<file path="config.mk">
export PLATFORM = sky130hd
export DESIGN_NAME = lcd_resp
export DESIGN_NICKNAME = d
export VERILOG_FILES = /design/src/rtl/lcd_resp.sv
export SDC_FILE = /design/constraint.sdc
export NUM_CORES = 1
export LEC_CHECK = 0
export BUFFER_PORTS_ARGS = -buffer_cell sky130_fd_sc_hd__buf_4
export CAP_MARGIN = 20
export CORE_ASPECT_RATIO = 0.6
export CORE_UTILIZATION = 25
export CTS_CLUSTER_DIAMETER = 30
export DETAILED_ROUTE_END_ITERATION = 8
export HOLD_SLACK_MARGIN = 0.12
export PLACE_DENSITY = 0.39
export SLEW_MARGIN = 25
export SYNTH_ARGS = -nofsm -noshare
export SYNTH_HDL_FRONTEND = slang
export SYNTH_SLANG_ARGS = --single-unit
</file>
<file path="constraint.sdc">
create_clock -name clk -period 2.2 [get_ports clk]
set_input_delay 0.33 -clock clk [delete_from_list [all_inputs] [get_ports clk]]
set_output_delay 0.33 -clock clk [all_outputs]
set_load 0.005 [all_outputs]
</file>
<file path="src/rtl/lcd_resp.sv">
// lcd_resp: responder model of an 8-bit HD44780 write bus with init tracking, DDRAM, cursor and busy timer.
// Define LCD_RESP_VIOL_EN to enable busy/read/pre-init protocol checks and the sticky viol flag.
module lcd_resp #(
  parameter int COLS           = 8,
  parameter int CMD_BUSY_CYC   = 2,
  parameter int CLEAR_BUSY_CYC = 40,
  localparam int AW            = $clog2(COLS)
) (
  input  logic          clk,
  input  logic          rst_n,
  input  logic [7:0]    lcd_data,
  input  logic          lcd_rs,
  input  logic          lcd_rw,
  input  logic          lcd_e,
  input  logic [AW-1:0] rd_addr,
  output logic [7:0]    rd_char,
  output logic [AW-1:0] cursor,
  output logic          display_on,
  output logic          init_done,
  output logic          busy,
  output logic          wr_strobe,
  output logic [7:0]    wr_char,
  output logic [AW-1:0] wr_col,
  output logic          viol
);

  localparam int BUSY_MAX = (CLEAR_BUSY_CYC > CMD_BUSY_CYC) ? CLEAR_BUSY_CYC : CMD_BUSY_CYC;
  localparam int BW       = $clog2(BUSY_MAX + 1);

  localparam logic [2:0] S_UNINIT   = 3'd0;
  localparam logic [2:0] S_SEEN1    = 3'd1;
  localparam logic [2:0] S_SEEN2    = 3'd2;
  localparam logic [2:0] S_READY    = 3'd3;
  localparam logic [2:0] S_CLEARING = 3'd4;

  logic          e_q, e_d, arm_q, arm_d;
  logic [7:0]    data_q, data_d;
  logic          rs_q, rs_d, rw_q, rw_d;
  logic [2:0]    state_q, state_d;
  logic [AW-1:0] clr_idx_q, clr_idx_d;
  logic [AW-1:0] cursor_q, cursor_d;
  logic          id_q, id_d;
  logic [1:0]    cb_q, cb_d;
  logic          display_on_q, display_on_d;
  logic [BW-1:0] busy_cnt_q, busy_cnt_d;
  logic [7:0]    ddram_q [COLS];
  logic [7:0]    ddram_d [COLS];
  logic [7:0]    rd_char_q, rd_char_d;
  logic          wr_strobe_q, wr_strobe_d;
  logic [7:0]    wr_char_q, wr_char_d;
  logic [AW-1:0] wr_col_q, wr_col_d;
`ifdef LCD_RESP_VIOL_EN
  logic          viol_q, viol_d;
`endif

  logic ev, pre_init, init_cmd, accept;

  assign busy = |busy_cnt_q;

  always_comb begin
    // NOTE: every variable gets a default first, so no path through this block can infer a latch.
    arm_d        = arm_q | ~lcd_e;
    e_d          = lcd_e & arm_q;
    data_d       = lcd_data;
    rs_d         = lcd_rs;
    rw_d         = lcd_rw;
    state_d      = state_q;
    clr_idx_d    = clr_idx_q;
    cursor_d     = cursor_q;
    id_d         = id_q;
    cb_d         = cb_q;
    display_on_d = display_on_q;
    ddram_d      = ddram_q;
    rd_char_d    = ddram_q[rd_addr];
    wr_strobe_d  = 1'b0;
    wr_char_d    = wr_char_q;
    wr_col_d     = wr_col_q;
    busy_cnt_d   = busy ? busy_cnt_q - BW'(1) : busy_cnt_q;
`ifdef LCD_RESP_VIOL_EN
    viol_d       = viol_q;
`endif

    ev       = e_q & ~lcd_e;
    pre_init = (state_q == S_UNINIT) || (state_q == S_SEEN1) || (state_q == S_SEEN2);
    init_cmd = ~rs_q & (data_q[7:4] == 4'h3);

    // Clear sweeps one DDRAM entry per cycle; entry 0 was written on the event edge.
    if (state_q == S_CLEARING) begin
      ddram_d[clr_idx_q] = 8'h20;
      clr_idx_d          = clr_idx_q + AW'(1);
      if (clr_idx_q == AW'(COLS - 1)) state_d = S_READY;
    end

    accept = ev & ~rw_q & (~pre_init | init_cmd);
`ifdef LCD_RESP_VIOL_EN
    if (ev && (rw_q || busy || (pre_init && !init_cmd))) viol_d = 1'b1;
    accept = accept & ~busy;
`endif

    if (accept) begin
      busy_cnt_d = BW'(CMD_BUSY_CYC);
      if (pre_init) begin
        state_d = (state_q == S_UNINIT) ? S_SEEN1 :
                  (state_q == S_SEEN1)  ? S_SEEN2 : S_READY;
      end else if (rs_q) begin
        ddram_d[cursor_q] = data_q;
        wr_strobe_d       = 1'b1;
        wr_char_d         = data_q;
        wr_col_d          = cursor_q;
        cursor_d          = id_q ? cursor_q + AW'(1) : cursor_q - AW'(1);
      end else begin
        casez (data_q)
          8'b1???????: begin
            cursor_d = data_q[AW-1:0];
`ifdef LCD_RESP_VIOL_EN
            if ({1'b0, data_q[6:0]} >= 8'(COLS)) viol_d = 1'b1;
`endif
          end
          8'b0001????: if (!data_q[3]) cursor_d = data_q[2] ? cursor_q + AW'(1) : cursor_q - AW'(1);
          8'b00001???: begin
            display_on_d = data_q[2];
            cb_d         = data_q[1:0];
          end
          8'b000001??: id_d = data_q[1];
          8'b0000001?: cursor_d = '0;
          8'b00000001: begin
            state_d    = S_CLEARING;
            clr_idx_d  = AW'(1);
            ddram_d[0] = 8'h20;
            cursor_d   = '0;
            id_d       = 1'b1;
            busy_cnt_d = BW'(CLEAR_BUSY_CYC);
          end
          default: ;
        endcase
      end
    end
  end

  always_ff @(posedge clk) begin
    // NOTE: clocked state uses non-blocking assignments so every flop samples pre-edge values.
    if (!rst_n) begin
      e_q          <= 1'b0;
      arm_q        <= 1'b0;
      data_q       <= '0;
      rs_q         <= 1'b0;
      rw_q         <= 1'b0;
      state_q      <= S_UNINIT;
      clr_idx_q    <= '0;
      cursor_q     <= '0;
      id_q         <= 1'b1;
      cb_q         <= '0;
      display_on_q <= 1'b0;
      busy_cnt_q   <= '0;
      rd_char_q    <= '0;
      wr_strobe_q  <= 1'b0;
      wr_char_q    <= '0;
      wr_col_q     <= '0;
`ifdef LCD_RESP_VIOL_EN
      viol_q       <= 1'b0;
`endif
      // NOTE: DDRAM is flop-based and fully reset, so a reset mid-clear still leaves all blanks.
      for (int i = 0; i < COLS; i++) ddram_q[i] <= 8'h20;
    end else begin
      e_q          <= e_d;
      arm_q        <= arm_d;
      data_q       <= data_d;
      rs_q         <= rs_d;
      rw_q         <= rw_d;
      state_q      <= state_d;
      clr_idx_q    <= clr_idx_d;
      cursor_q     <= cursor_d;
      id_q         <= id_d;
      cb_q         <= cb_d;
      display_on_q <= display_on_d;
      busy_cnt_q   <= busy_cnt_d;
      rd_char_q    <= rd_char_d;
      wr_strobe_q  <= wr_strobe_d;
      wr_char_q    <= wr_char_d;
      wr_col_q     <= wr_col_d;
`ifdef LCD_RESP_VIOL_EN
      viol_q       <= viol_d;
`endif
      ddram_q      <= ddram_d;
    end
  end

  assign rd_char    = rd_char_q;
  assign cursor     = cursor_q;
  assign display_on = display_on_q;
  assign init_done  = (state_q == S_READY) || (state_q == S_CLEARING);
  assign wr_strobe  = wr_strobe_q;
  assign wr_char    = wr_char_q;
  assign wr_col     = wr_col_q;
`ifdef LCD_RESP_VIOL_EN
  assign viol       = viol_q;
`else
  assign viol       = 1'b0;
`endif

endmodule

</file>
Word level (Yosys, flattened, before mapping)
Index checks and enable logic that the tools add are counted.
{ "word_totals": {"output_inout_bits": 27, "ff_bits": 113, "wordCells": 118, "input_bits": 16} }
{ "classes": {"bitwise": 19, "n_mux": 39, "reduce_logical": 16, "n_lt_le_gt_ge": 5, "eq_ne": 12, "addsub": 4} }
{ "ops": {"columns": ["operator", "n"], "rows": [
  ["2-to-1 mux 64 bit", 3],
  ["bitwise mux 64 bit", 1],
  ["AND 56 bit", 1],
  ["2-to-1 mux 56 bit", 1],
  ["inverter 56 bit", 1],
  ["demux 8 bit (select 3 bit)", 2],
  ["2-to-1 mux 8 bit", 6],
  ["2-to-1 mux 3 bit", 15],
  ["2-to-1 mux 6 bit", 5],
  ["binary-select mux 8 bit (select 3 bit)", 1],
  [">= comparator 4 bit, second input constant", 3],
  ["inverter 3 -> 4 bit", 3],
  ["AND reduction 4 bit", 3],
  ["one-hot mux 3 bit (3 select lines)", 1],
  ["== test 8 x 1 -> 1 bit, second input constant", 1],
  ["< comparator 4 x 1 -> 1 bit, second input constant", 2],
  ["OR 8 bit", 1],
  ["== test 7 x 1 -> 1 bit, second input constant", 1],
  ["adder 3 x 1 -> 3 bit, second input constant", 2],
  ["== test 3 x 2 -> 1 bit, second input constant", 2],
  ["== test 3 bit, second input constant", 2],
  ["== test 6 x 1 -> 1 bit, second input constant", 1],
  ["inverter 1 bit", 6],
  ["OR reduction 6 bit", 1],
  ["20 further kinds", 30]
]} }

Longest topological paths before layout
{ "logic_depth": {"ltp_word": 12, "ltp_mapped": 8} }

Worst setup path before layout
Ideal clock, no wire load.
{ "synth_timing": {"path_type": "in2reg", "from": "input lcd_e", "to": "register ddram_q[24] (netlist name)", "arrival_ps": 1750, "required_ps": 2083, "setup_ps": 117, "stages": 6, "path_slack_ps": 333, "n_path_buf": 2, "cell_sequence": "or3b_1 > buf_6 > buf_8 > nor4_4 > nor2_2 > a22o_2"} }
{ "synth_via": {"elab_chain_len": 5} }
{ "synth_rtl": {"columns": ["item", "line", "text"], "rows": [
  ["from (decl)", "14", "input logic lcd_e,"],
  ["inverter 1 bit", "83", "ev = e_q & ~lcd_e;"],
  ["AND 1 bit", "83", null],
  ["AND 1 bit (2 in series)", "94", "accept = ev & ~rw_q & (~pre_init | init_cmd);"],
  ["2-to-1 mux 64 bit", "100", "if (accept) begin"],
  ["to (signal assigned)", "184", "ddram_q <= ddram_d;"],
  ["to (decl)", "46", "logic [7:0] ddram_q [COLS];"]
]} }
Every way passes these cells.
A chain may end at the register's enable or synchronous reset.

Worst setup path in the final report
{ "layout_timing": {"from": "input lcd_e", "to": "register cursor_q[0] (netlist: cursor[0])"} }
{ "layout_via": {"elab_chain_len": 5} }
{ "layout_rtl": {"columns": ["item", "line", "text"], "rows": [
  ["inverter 1 bit", "83", null],
  ["AND 1 bit", "83", null],
  ["AND 1 bit (2 in series)", "94", null],
  ["AND reduction 4 bit (no line)", null, null],
  ["to (signal assigned)", "172", "cursor_q <= cursor_d;"],
  ["to (decl)", "41", "logic [AW-1:0] cursor_q, cursor_d;"]
]} }
Every way passes these cells.

==> reports/results.txt <==
Critical path's most frequent cell = buf_4
FFs w/ async S/R, synth = 0%
Synth top area share = 44.98%
Max_cap viols = 0
Netlist cell types = 64
Final cell count without fillers = 829
Ranking of synthesized cells by area = dfxtp_1 (45%), mux4_2 (7.2%), a22o_1 (4.9%)
Synthesis-stage register bit count = 113
Min Tclk post-route = 2.143 ns
Worst VDD drop = 0.5180 mV
# Post-CTS Setup Buffers = 0
First-pass GRT wire length = 24100 µm
Ports = 43
Final worst setup slack = 0.05672 ns
Post-DP HPWL = 11060 µm
Sw frac = 25.17%
Pins over their slew limit = 0
Pint = 4.111 mW
Core Area = 19370 µm²
Top_reg_cell synth = dfxtp_1
Critical Path Source = lcd_e
Sequential share of the synthesized area = 44.98%
TritonCTS buffer count = 17
Largest net degree at the start of global routing = 35
Mapped Area = 5030 µm²
Register share of total power = 39.8%
Leak = 2.515 nW
Hold_sp = lcd_data[0]
Critical path's slowest cell = dlygate4sd3_1
Hold_ws = 0.1380 ns
CP Class = in -> reg
Synth-to-layout area growth = 27.21%
Largest stage delay on the critical path = 0.54 ns
Critical path's top delay family = buffers and inverters
Final net count = 572
Final WL = 15570 µm
# DRC = 0
Initial antenna violation count = 0
Yosys warnings = 0
Worst EP required = 2.51 ns
Clk slew on worst S/H paths = 0.06 ns
Drt via density = 4.913
Hold Crit Class = in -> reg
Clock power share = 49.2%
Status = finished, final reports clean
Gate power share = 11.1%
Relative slew slack = 39.27%
Post-Place Cells = 788
Final Hold Viols = 0
Cell taking the most area after synthesis = dfxtp_1
Mapped Cells = 491
DR WL/cell = 18.79 µm
Crit-path cells = dlygate4sd3_1 > buf_4 > or3b_1 > buf_4 > a311oi_1 > o21ai_0 > o32ai_1
Worst setup SP type = primary input
Filler instances = 1989
Switching pwr = 1.383 mW
Worst skew pair latency = 0.41 ns
Worst r2r src = data_q[7]
Mapped Avg Cell Area = 10.24 µm²
GPL Wtd Cong = 0.7534
Tcrit/Tclk final = 97.42%
Buffers & Inverters on Critical Path = 3
Total gr overflow = 0
Max clock buf depth = 2
Drt pass-1 iters = 5
Final setup violation count = 0
Die width = 185.1 µm
Iter 0 DRT Violations = 270
Setup TNS = 0 ns
ANT nets after route = 0
Final Skew = 0.006741 ns
ANT cells = 0
Slew @ Worst Pin = 0.9109 ns
Share of post-route cells with drive strength above 1 = 25.40%
GRT Total Usage = 16.05%
PD cells = 858.6 nW/µm²
CTS H-tree depth = 4
Post-synth EDFFs = 0
Clk root buf = clkbuf_16
Nature of the critical path endpoint = flip-flop
RSZ-0062 raised after global routing = false
Dpl ws = 0.2144 ns
IO Port Bufs = 41
Achievable Freq = 466.6 MHz
Post_cts resized = 0
Num rows = 39
Crit-path max FO = 14
Clk sinks = 113
Overall die area = 20710 µm²
Vias in the first global route = 3878
Mapped Nets = 513
Arr. time, crit path = 2.46 ns
Via count = 4073
Initial Util = 25.96%
TritonCTS clock tree = yes
Pwr Total = 5.494 mW
Die Height = 111.9 µm
[final cells by class]
| type | count | area, µm² | share of cell area, % |
|---|---|---|---|
| timing repair buffer | 83 | 658.1 | 10.29 |
| clock buffer | 22 | 464.2 | 7.255 |
| clock inverter | 10 | 110.1 | 1.721 |
| multi-input combinational | 325 | 2534 | 39.60 |
| tap | 266 | 332.8 | 5.201 |
| inverter | 10 | 37.54 | 0.5866 |
| sequential | 113 | 2262 | 35.35 |
[power by group through the flow]
stage / Combinational (mW) / Clock, mW / Sequential (mW)
2_1_floorplan: 0.436 / 0 / 2.19
3_3_place_gp: 0.583 / 0 / 2.22
3_5_place_dp: 0.587 / 0 / 2.23
4_1_cts: 0.606 / 2.77 / 2.18
5_1_grt: 0.670 / 2.88 / 2.19
6_report: 0.607 / 2.70 / 2.18
[registers in the layout (all words and copies together) (netlist names)]
name        count
arm_q           1
busy_cnt_q      6
clr_idx_q       3
cursor          3
data_q          8
ddram_q        64
display_on      1
e_q             1
id_q            1
rd_char         8
rs_q            1
rw_q            1
state_q         3
wr_char         8
wr_col          3
wr_strobe       1
[synthesized netlist by cell type, drive strengths merged, types with 2 or more instances]
library cell and instances:
a32o 6, nor3 15, a311o 2, o21bai 3
nand3 11, or3 3, inv 9, nor4 12
or2 2, a221oi 3, nand4 4, or4b 2
a21oi 24, dfxtp 113, and3 2, mux4 16
a21o 2, nand3b 3, o21ai 11, nand2 27
and2 16, xnor2 3, a22o 36, ha 6
a311oi 4, mux2i 22, nor2b 3, o32ai 2
clkbuf 23, nor3b 5, o2bb2ai 7, buf 20
a31oi 6, nor2 37, xor2 4, nand2b 9
[kinds of logic (layout without fill, tap and decap cells)]
| logic type | after synthesis | in the layout | share of synthesized area, % |
|---|---|---|---|
| AO/OA/AOI/OAI | 118 | 118 | 17.94 |
| AND/OR/NAND/NOR | 155 | 155 | 18.11 |
| other | 1 | 1 | 0.07456 |
| XOR/XNOR | 7 | 7 | 1.219 |
| adder cells (fa/ha/maj) | 6 | 6 | 1.492 |
| multiplexers | 38 | 38 | 11.54 |
| flip-flops | 113 | 113 | 44.98 |
| buffers and inverters | 53 | 125 | 4.651 |
[worst paths after layout]
| kind | to | slack [ns] | depth (start not counted) |
|---|---|---|---|
| worst min-delay path | data_q[0] | 0.14 | 2 |
| worst max register to register | cursor[0] | 0.13 | 5 |
| worst min register to register | arm_q | 0.45 | 2 |
| worst max-delay path | cursor[0] | 0.06 | 7 |
[worst register-to-register path: cells and delay by family, from the launching register on]
family / cells / cell delay [ns]
AND/OR/NAND/NOR: 1 / 0.47
buffers and inverters: 1 / 0.24
flip-flops: 1 / 0.43
AO/OA/AOI/OAI: 3 / 0.80
[placed cells by master, fill, tap and decap left out, types with 7 or more instances in the layout]
master / n
a21oi_1: 23
a22o_2: 8
nand2_1: 27
mux2i_1: 22
o2bb2ai_1: 7
and2_1: 16
dlygate4sd3_1: 9
o21ai_0: 11
dfxtp_1: 113
nor3_1: 15
clkbuf_16: 17
buf_4: 73
nand3_1: 11
mux4_2: 16
inv_1: 9
nor2_1: 34
nand2b_1: 9
a22o_1: 28
[metrics by stage]
step,cell area (µm²),utilization [%]
after CTS,6399,33.03
after global routing,6399,33.03
after detailed placement,5734,29.60
after floorplan,5030,-
final,6399,33.03
after global placement,5734,29.60
[layer usage]
metal / wire, µm / vias to the layer above / track usage [%]
met5: 0 / - / 0
met4: 208 / 0 / 5.069
met3: 851 / 21 / 3.795
met2: 5919 / 135 / 20.50
met1: 8593 / 1979 / 25.46
li1: - / 1938 / -
[repair_timing]
action,CTS,global route
setup endpoints to repair,0,0
hold buffers,9,0
endpoints found under the hold margin,9,0
No activity file was read; power rests on OpenSTA's default activity.
